File: src/rtl/pipe_stage_buf_pkg.sv
// Shared definitions for the CUPS pipeline-stage buffers: control-bundle layout and NOP encoding.
package pipe_stage_buf_pkg;

  localparam int unsigned EX_FC_W  = 4;
  localparam int unsigned EX_AOI_W = 2;
  localparam int unsigned OP_W     = 5;

  // Bit offsets of each field inside the packed control bundle (LSB = regWrite).
  localparam int unsigned REG_WRITE_OFS = 0;
  localparam int unsigned OP2_OFS       = 1;
  localparam int unsigned OP1_OFS       = 6;
  localparam int unsigned WB_G_OFS      = 11;
  localparam int unsigned WB_F_OFS      = 12;
  localparam int unsigned MEM_SB_OFS    = 13;
  localparam int unsigned MEM_R_OFS     = 14;
  localparam int unsigned MEM_W_OFS     = 15;
  localparam int unsigned EX_AOI_OFS    = 16;
  localparam int unsigned EX_D_OFS      = 18;
  localparam int unsigned EX_C_OFS      = 19;
  localparam int unsigned EX_FC_OFS     = 20;

  typedef struct packed {
    logic [EX_FC_W-1:0]  ex_fc;
    logic                ex_c;
    logic                ex_d;
    logic [EX_AOI_W-1:0] ex_aoi;
    logic                mem_w;
    logic                mem_r;
    logic                mem_sb;
    logic                wb_f;
    logic                wb_g;
    logic [OP_W-1:0]     op1;
    logic [OP_W-1:0]     op2;
    logic                reg_write;
  } ctrl_t;

  localparam int unsigned CTRL_BITS = $bits(ctrl_t);
  localparam ctrl_t       CTRL_NOP  = '0;

endpackage

File: src/rtl/pipe_stage_buf_entry.sv
// One pipeline slot: valid flag plus payload and control, with load/clear/hold.
// A cleared slot always holds zero control so no enable can leak while invalid.
module pipe_stage_buf_entry #(
  parameter int unsigned DATA_W = 48,
  parameter int unsigned CTRL_W = 24
) (
  input  logic              clk,
  input  logic              reset,
  input  logic              load_i,
  input  logic              clear_i,
  input  logic [DATA_W-1:0] data_i,
  input  logic [CTRL_W-1:0] ctrl_i,
  output logic              valid_o,
  output logic [DATA_W-1:0] data_o,
  output logic [CTRL_W-1:0] ctrl_o
);

  logic              valid_q;
  logic [DATA_W-1:0] data_q;
  logic [CTRL_W-1:0] ctrl_q;

  // Clear wins over load so a squash can never be overridden by steering.
  always_ff @(posedge clk or posedge reset) begin
    if (reset) begin
      valid_q <= 1'b0;
      data_q  <= '0;
      ctrl_q  <= '0;
    end else if (clear_i) begin
      valid_q <= 1'b0;
      data_q  <= '0;
      ctrl_q  <= '0;
    end else if (load_i) begin
      valid_q <= 1'b1;
      data_q  <= data_i;
      ctrl_q  <= ctrl_i;
    end
  end

  assign valid_o = valid_q;
  assign data_o  = data_q;
  assign ctrl_o  = ctrl_q;

endmodule

File: src/rtl/pipe_stage_buf.sv
// Parametrised pipeline-stage register with valid/ready handshake, optional skid slot,
// flush, bubble insertion and a saturating bubble counter.
module pipe_stage_buf
  import pipe_stage_buf_pkg::*;
#(
  parameter int unsigned DATA_W = 48,
  parameter int unsigned CTRL_W = CTRL_BITS,
  parameter int unsigned SKID   = 1,
  parameter int unsigned CNT_W  = 16
) (
  input  logic              clk,
  input  logic              reset,
  input  logic              flush,
  input  logic              bubble,
  input  logic              in_valid,
  output logic              in_ready,
  input  logic [DATA_W-1:0] in_data,
  input  logic [CTRL_W-1:0] in_ctrl,
  output logic              out_valid,
  input  logic              out_ready,
  output logic [DATA_W-1:0] out_data,
  output logic [CTRL_W-1:0] out_ctrl,
  output logic [CNT_W-1:0]  bubble_cnt
);

  localparam bit HAS_SKID = (SKID != 0);

  logic              main_v, skid_v;
  logic [DATA_W-1:0] main_data, skid_data;
  logic [CTRL_W-1:0] main_ctrl, skid_ctrl;

  logic              main_load, main_clr, main_from_skid;
  logic              skid_load, skid_clr;
  logic [DATA_W-1:0] main_data_d;
  logic [CTRL_W-1:0] main_ctrl_d;

  logic              in_ready_q, in_ready_d;
  logic [CNT_W-1:0]  cnt_q, cnt_d;

  logic              ready_base;
  logic              in_xfer, out_xfer, main_free;

  assign ready_base = HAS_SKID ? in_ready_q : (!main_v || out_ready);
  assign in_ready   = ready_base && !flush && !bubble;
  assign in_xfer    = in_valid && in_ready;
  assign out_xfer   = main_v && out_ready;
  assign main_free  = !main_v || out_xfer;

  // Steering: priority flush > bubble > normal; skid drains before new input to keep order.
  always_comb begin
    main_load      = 1'b0;
    main_clr       = 1'b0;
    main_from_skid = 1'b0;
    skid_load      = 1'b0;
    skid_clr       = 1'b0;
    cnt_d          = cnt_q;
    if (flush) begin
      main_clr = 1'b1;
      skid_clr = 1'b1;
    end else if (bubble) begin
      if (main_free) begin
        main_clr = 1'b1;
        cnt_d    = (cnt_q == {CNT_W{1'b1}}) ? cnt_q : cnt_q + CNT_W'(1);
      end
    end else if (main_free) begin
      if (skid_v) begin
        main_load      = 1'b1;
        main_from_skid = 1'b1;
        skid_clr       = 1'b1;
      end else if (in_xfer) begin
        main_load = 1'b1;
      end else begin
        main_clr = 1'b1;
      end
    end else if (in_xfer && HAS_SKID) begin
      skid_load = 1'b1;
    end
    in_ready_d = flush ? 1'b1 : !(skid_load || (skid_v && !skid_clr));
  end

  assign main_data_d = main_from_skid ? skid_data : in_data;
  assign main_ctrl_d = main_from_skid ? skid_ctrl : in_ctrl;

  always_ff @(posedge clk or posedge reset) begin
    if (reset) begin
      in_ready_q <= 1'b1;
      cnt_q      <= '0;
    end else begin
      in_ready_q <= in_ready_d;
      cnt_q      <= cnt_d;
    end
  end

  pipe_stage_buf_entry #(.DATA_W(DATA_W), .CTRL_W(CTRL_W)) u_main (
    .clk     (clk),
    .reset   (reset),
    .load_i  (main_load),
    .clear_i (main_clr),
    .data_i  (main_data_d),
    .ctrl_i  (main_ctrl_d),
    .valid_o (main_v),
    .data_o  (main_data),
    .ctrl_o  (main_ctrl)
  );

  if (HAS_SKID) begin : g_skid
    pipe_stage_buf_entry #(.DATA_W(DATA_W), .CTRL_W(CTRL_W)) u_skid (
      .clk     (clk),
      .reset   (reset),
      .load_i  (skid_load),
      .clear_i (skid_clr),
      .data_i  (in_data),
      .ctrl_i  (in_ctrl),
      .valid_o (skid_v),
      .data_o  (skid_data),
      .ctrl_o  (skid_ctrl)
    );
  end else begin : g_no_skid
    assign skid_v    = 1'b0;
    assign skid_data = '0;
    assign skid_ctrl = '0;
  end

  assign out_valid  = main_v;
  assign out_data   = main_data;
  assign out_ctrl   = main_ctrl;
  assign bubble_cnt = cnt_q;

endmodule

File: config.mk
export PLATFORM = sky130hd
export DESIGN_NAME = pipe_stage_buf
export DESIGN_NICKNAME = d
export VERILOG_FILES = /design/src/rtl/pipe_stage_buf_pkg.sv /design/src/rtl/pipe_stage_buf_entry.sv /design/src/rtl/pipe_stage_buf.sv
export SDC_FILE = /design/constraint.sdc
export NUM_CORES = 1
export LEC_CHECK = 0
export ABC_AREA = 0
export BUFFER_PORTS_ARGS = -buffer_cell sky130_fd_sc_hd__buf_4
export CAP_MARGIN = 20
export CELL_PAD_IN_SITES_DETAIL_PLACEMENT = 1
export CELL_PAD_IN_SITES_GLOBAL_PLACEMENT = 1
export CORE_AREA = 2 2 144 146
export CTS_CLUSTER_DIAMETER = 120
export CTS_CLUSTER_SIZE = 12
export DETAILED_ROUTE_END_ITERATION = 8
export DIE_AREA = 0 0 146 148
export MAX_ROUTING_LAYER = met4
export PLACE_DENSITY_LB_ADDON = 0.1
export SLEW_MARGIN = 20
export SYNTH_ARGS = -nofsm -noshare
export SYNTH_HDL_FRONTEND = slang
export SYNTH_SLANG_ARGS = --single-unit
export TNS_END_PERCENT = 20
File: constraint.sdc
create_clock -name clk -period 5.65 [get_ports clk]
set_clock_uncertainty 0.2 [all_clocks]
set_input_delay 0.565 -clock clk [delete_from_list [all_inputs] [get_ports clk]]
set_output_delay 0.565 -clock clk [all_outputs]
set_load 0.005 [all_outputs]
# == After elaboration in Yosys (flattened, before gate mapping) ==
# Index checks and enable logic that the tools add are counted.
# classes
n_addsub,1
mul,0
div_mod_pow,0
order_cmp,0
eq_ne,1
n_shift,0
n_mux,34
bitwise_logic,2
n_reduce_logical,15
# ops
operator,count
$mux W48,5
$mux W24,5
$mux W1,24
$add A16 B1 Y16 const B,1
$eq A16 B16 Y1 const B,1
$logic_and A1 B1 Y1,5
$logic_not A1 Y1,5
$reduce_and A4 Y1,1
$reduce_bool A2 Y1,2
$logic_or A1 B1 Y1,2
$not A1 Y1,2
# totals
register_bits,163
latchBits,0
mem_bits_rw,0
rom_bits,0
elab_cells,61
n_memories,0

# == Logic depth before layout (Yosys ltp) ==
# depth
depth_word,11
depth_mapped,7
mapped_depth_nobuf,5

# == Hierarchy ==
# Synthesis repeated with hierarchy kept, for this count alone.
# hier_totals
hier_cells,642
area_unflattened_um2,7823.8
# by_module_without_submodules
mod,instances,cells_per_inst,area_each_um2
pipe_stage_buf_entry,2,236,3021.6
pipe_stage_buf,1,170,1780.5

# == Least setup slack after synthesis ==
# OpenSTA, ideal clock, no wires.
# synth_path
path_kind,in2reg
from,input port flush
to,"register u_main.ctrl_q[0], in the netlist u_main.ctrl_o[0]"
arrival_time_ns,1.653
setup_slack_ns,3.676
path_stages,7
n_path_buf,3
path_cell_list,buf_2 > nand2b_1 > nor3_1 > buf_2 > buf_4 > mux2i_1 > o21ai_1
# synth_via
elab_chain_len,10
word_cells_on_any_way,19
cone_classes,mux (14); reduce/logical (5)
# synth_rtl
item,line_no,text
from (decl),pipe_stage_buf.sv:13,"input logic flush,"
$logic_not A1 Y1,pipe_stage_buf.sv:44,assign in_ready = ready_base && !flush && !bubble;
$logic_and A1 B1 Y1 (2 in series),pipe_stage_buf.sv:44,
$logic_and A1 B1 Y1,pipe_stage_buf.sv:45,assign in_xfer = in_valid && in_ready;
$mux W1,pipe_stage_buf.sv:70,end else if (in_xfer) begin
$mux W1,pipe_stage_buf.sv:66,if (skid_v) begin
$mux W1,pipe_stage_buf.sv:65,end else if (main_free) begin
$mux W1,pipe_stage_buf.sv:60,end else if (bubble) begin
$mux W1,pipe_stage_buf.sv:57,if (flush) begin
$mux W24 or $reduce_bool A2 Y1 (tied branches),-,
to (signal assigned),pipe_stage_buf_entry.sv:35,ctrl_q <= ctrl_i;
to (decl),pipe_stage_buf_entry.sv:20,logic [CTRL_W-1:0] ctrl_q;
# Several ways; a longest one is shown, not always the timed one. The select of a mux whose other input is x is not followed.
# A chain may end at the register's enable or synchronous reset.

# == Worst setup path in the final report ==
# layout_path
from,register in_ready_q
to,"register g_skid.u_skid.data_q[47], in the netlist g_skid.u_skid.data_o[47]"
# layout_via
elab_chain_len,8
# layout_rtl
item,line_no,text
from (decl),pipe_stage_buf.sv:37,"logic in_ready_q, in_ready_d;"
from (signal assigned),pipe_stage_buf.sv:89,in_ready_q <= in_ready_d;
$logic_and A1 B1 Y1 (2 in series),pipe_stage_buf.sv:44,
$logic_and A1 B1 Y1,pipe_stage_buf.sv:45,
$mux W1,pipe_stage_buf.sv:75,end else if (in_xfer && HAS_SKID) begin
$mux W1,pipe_stage_buf.sv:65,
$mux W1,pipe_stage_buf.sv:60,
$mux W1,pipe_stage_buf.sv:57,
$reduce_bool A2 Y1 (no source line),-,
to (signal assigned),pipe_stage_buf_entry.sv:34,data_q <= data_i;
to (decl),pipe_stage_buf_entry.sv:19,logic [DATA_W-1:0] data_q;
# Every way passes these cells.

==> flow_summary.yaml <==
status:
  status: "complete, no violations"
global_routing:
  grt_max_degree: 84
  grt_use_total_pct: 18.18
  grt_antenna_before_repair: 0
  grt_pass1_wl_microns: 30310
  overflow: 0
  grt_pass1_vias: 5620
worst_setup_path:
  worst-endpoint-arrival_ns: 2.62
  worst_ep_required_time_ns: 5.74
  cp_slowest_stage_delay_ns: 0.73
  worst_path_max_delay_cell: "buf_4"
  path_class: "reg -> reg"
  cp_max_fo: 75
  cp-start-kind: "flop"
  end_kind: "flop"
  cpMostUsedCell: "buf_4"
  path_cells: "nand2_1, nor4_4, buf_4, a211oi_4, buf_4, a22o_1"
clock_tree:
  cts_buffers: 17
  clock_latency_ns: 0.41
  cts_root_buffer: "clkbuf_16"
  post_cts_buffers: 0
  cts_tree: "yes"
  cts.path.max_buffers: 2
  cts_max_level: 4
  cts_num_sinks: 163
  clk_pin_slew_worst_paths_ns: 0.06
  hold_buffers: 0
  cts_resized: 0
synthesis:
  synthesis.area_sq_um: 6890
  synth.net_count: 648
  synthMuxAreaShare_pct: 10.62
  synth-adder-area-share_pct: 0.1816
  synth_cell_types: 33
  yosys.area_share.xor_xnor_pct: 1.525
  synth_top_family_by_area: "compound AO/OA/AOI/OAI gates"
  seq_area_frac_synth_pct: 59.22
  ys_ff_latch: 163
  avgSynthCellArea_sq_um: 12.11
  synth-compound-area-share_pct: 15.33
  synth_cells: 569
  synth-simple-area-share_pct: 8.607
  ys_warn_count: 0
die:
  coreArea_sq_um: 20040
  die_h_microns: 148
  die_x_microns: 146
  row_count: 52
  ios: 168
  start_util_pct: 34.38
  die_area_sq_um: 21610
power_and_ir_drop:
  p_leak_nw: 4.139
  power_w: 0.002656
  powerDensity_nw_per_um2: 299.7
  irDropWorstVdd_uv: 187.5
sta:
  rsz0062_at_grt: "false"
  tns_ns: 0
  setup_viol: 0
  fmax_ghz: 0.3960
  worst_pin_slew_ns: 0.9714
  maxSlewHeadroom_pct: 35.09
  fin_crit_sh_pct: 44.69
  final-hold-violation-count: 0
  drv_slew: 0
  finalCriticalPeriod_ns: 2.525
detailed_routing:
  wl_met1_microns: 8530
  ant_nets: 0
  highest_layer: "met4"
  drt_drc_violations_left: 0
  dr.pass1.iters: 4
  wl_per_cell_microns: 18.20
  wirelength_microns: 18310
  drt_iter0_markers: 242
  routed_via_density: 5.053
  routed-wl-met3_microns: 879
  wl_met2_microns: 8715
  vias: 5083
placement:
  placed_cells: 974
  hpwl_microns: 11730
  routabilityCongestion: 0.7577
  port_buffers: 167
final_layout:
  utilization_pct: 44.22
  final_cells: 1006
  fin_nets: 802
  seqCellArea_sq_um: 4080
  syn2layout_area_growth_pct: 28.60
  multi_input_area_sq_um: 2512
  layout-drive-gt1-share_pct: 29.48
  antenna-diode-count: 0
  final.fill_count: 2201
worst_hold_path:
  min_path_type: "in -> async"
job:
  drv_cap: 0
## cell families after synthesis
logic type / count (synthesis)
DFF: 163
AOI/OAI and AO/OA: 152
and+or+nand+nor: 126
muxes: 73
buffers and inverters: 42
xor gates and xnor gates: 12
adders and majority gates: 1
## power by group
group	switching, W	internal [W]	leakage [nW]	total (W)
registers	0.0000431	0.00121	2.24	0.00125
logic	0.000114	0.000116	1.61	0.000230
clock network	0.000494	0.000683	0.289	0.00118
## critical path, delay by kind of cell (launching register included)
kind	cells	cell delay, ns
buffers and inverters	2	1.07
DFF	1	0.54
AOI/OAI and AO/OA	2	0.32
and+or+nand+nor	2	0.24
## final cells by class
class / count / area share, %
Clock buffer: 19 / 5.112
Clock inverter: 13 / 1.666
Inverter: 1 / 0.09884
Multi-Input combinational cell: 364 / 28.35
Sequential cell: 163 / 46.05
Tap cell: 270 / 3.812
Timing Repair Buffer: 176 / 14.91
## sequential cells by signal, summed over array words and instances, names as in the netlist
name / flops
g_skid.u_skid.valid_o: 1
in_ready_q: 1
u_main.data_o: 48
g_skid.u_skid.data_o: 48
u_main.valid_o: 1
u_main.ctrl_o: 24
g_skid.u_skid.ctrl_o: 24
bubble_cnt: 16
## through the flow
step | cell area [sq um] | hold slack, ns | setup slack (ns)
2_1_floorplan | 6890 | 0.2656 | 0.4817
3_3_place_gp | 8260 | 0.2680 | 2.784
3_5_place_dp | 8260 | 0.2765 | 2.742
4_1_cts | 8861 | 0.1324 | 3.073
5_1_grt | 8861 | 0.1331 | 2.976
6_report | 8861 | 0.09316 | 3.125
## synth_stat cells
library cell	n	area, sq um
dfrtp_1	162	4054
nand2_1	77	289.0
a22o_1	72	630.6
mux2i_1	72	720.7
o21ai_1	72	360.4
buf_6	15	168.9
nor2_1	12	45.04
buf_2	9	45.04
clkbuf_1	9	33.78
buf_4	8	60.06
nand4_1	8	50.05
xnor2_1	7	61.31
and3_1	6	37.54
xor2_1	5	43.79
nand3_1	4	20.02
nor3_1	4	20.02
a21oi_1	3	15.01
and4_1	3	26.28
nand2b_1	3	18.77
a31oi_1	2	12.51
a41oi_1	2	17.52
and2_1	2	12.51
nor3b_1	2	15.01
a211oi_4	1	20.02
dfstp_2	1	26.28
ha_1	1	12.51
inv_1	1	3.750
mux2_1	1	11.26
nand4b_2	1	15.01
nor2b_2	1	8.760
nor4_4	1	21.27
or2_1	1	6.260
or4_1	1	7.510
## path summary, 6_finish.rpt
| path | cells past startpoint | startpoint | end | slack, ns |
|---|---|---|---|---|
| min in group clk | 2 | in_data[2] | g_skid.u_skid.data_o[2]$_DFFE_PP0P_ | 0.18 |
| min reg2reg | 2 | u_main.ctrl_o[12]$_DFFE_PP0P_ | u_main.ctrl_o[12]$_DFFE_PP0P_ | 0.28 |
| max | 6 | in_ready_q$_DFF_PP1_ | g_skid.u_skid.data_o[47]$_DFFE_PP0P_ | 3.12 |
| max in group asynchronous | 3 | reset | g_skid.u_skid.data_o[36]$_DFFE_PP0P_ | 4.05 |
| min | 2 | reset | u_main.data_o[0]$_DFFE_PP0P_ | 0.09 |
| max reg2reg | 6 | in_ready_q$_DFF_PP1_ | g_skid.u_skid.data_o[47]$_DFFE_PP0P_ | 3.12 |
## layer usage
layer | global-route usage, % | vias to the layer above
li1 | - | 2355
met1 | 23.15 | 2597
met2 | 29.15 | 118
met3 | 4.784 | 13
met4 | 4.515 | 0
met5 | - | -
## placed cells by master (no fill, tap or decap), types with 6 or more instances in the layout
cell / netlist / routed
buf_4: 8 / 176
dfrtp_1: 162 / 162
nand2_1: 77 / 77
a22o_1: 72 / 72
mux2i_1: 72 / 72
o21ai_1: 72 / 72
clkbuf_16: 0 / 17
nor2_1: 12 / 11
nand4_1: 8 / 8
xnor2_1: 7 / 7
and3_1: 6 / 6
(Power assumes the default switching activity.)
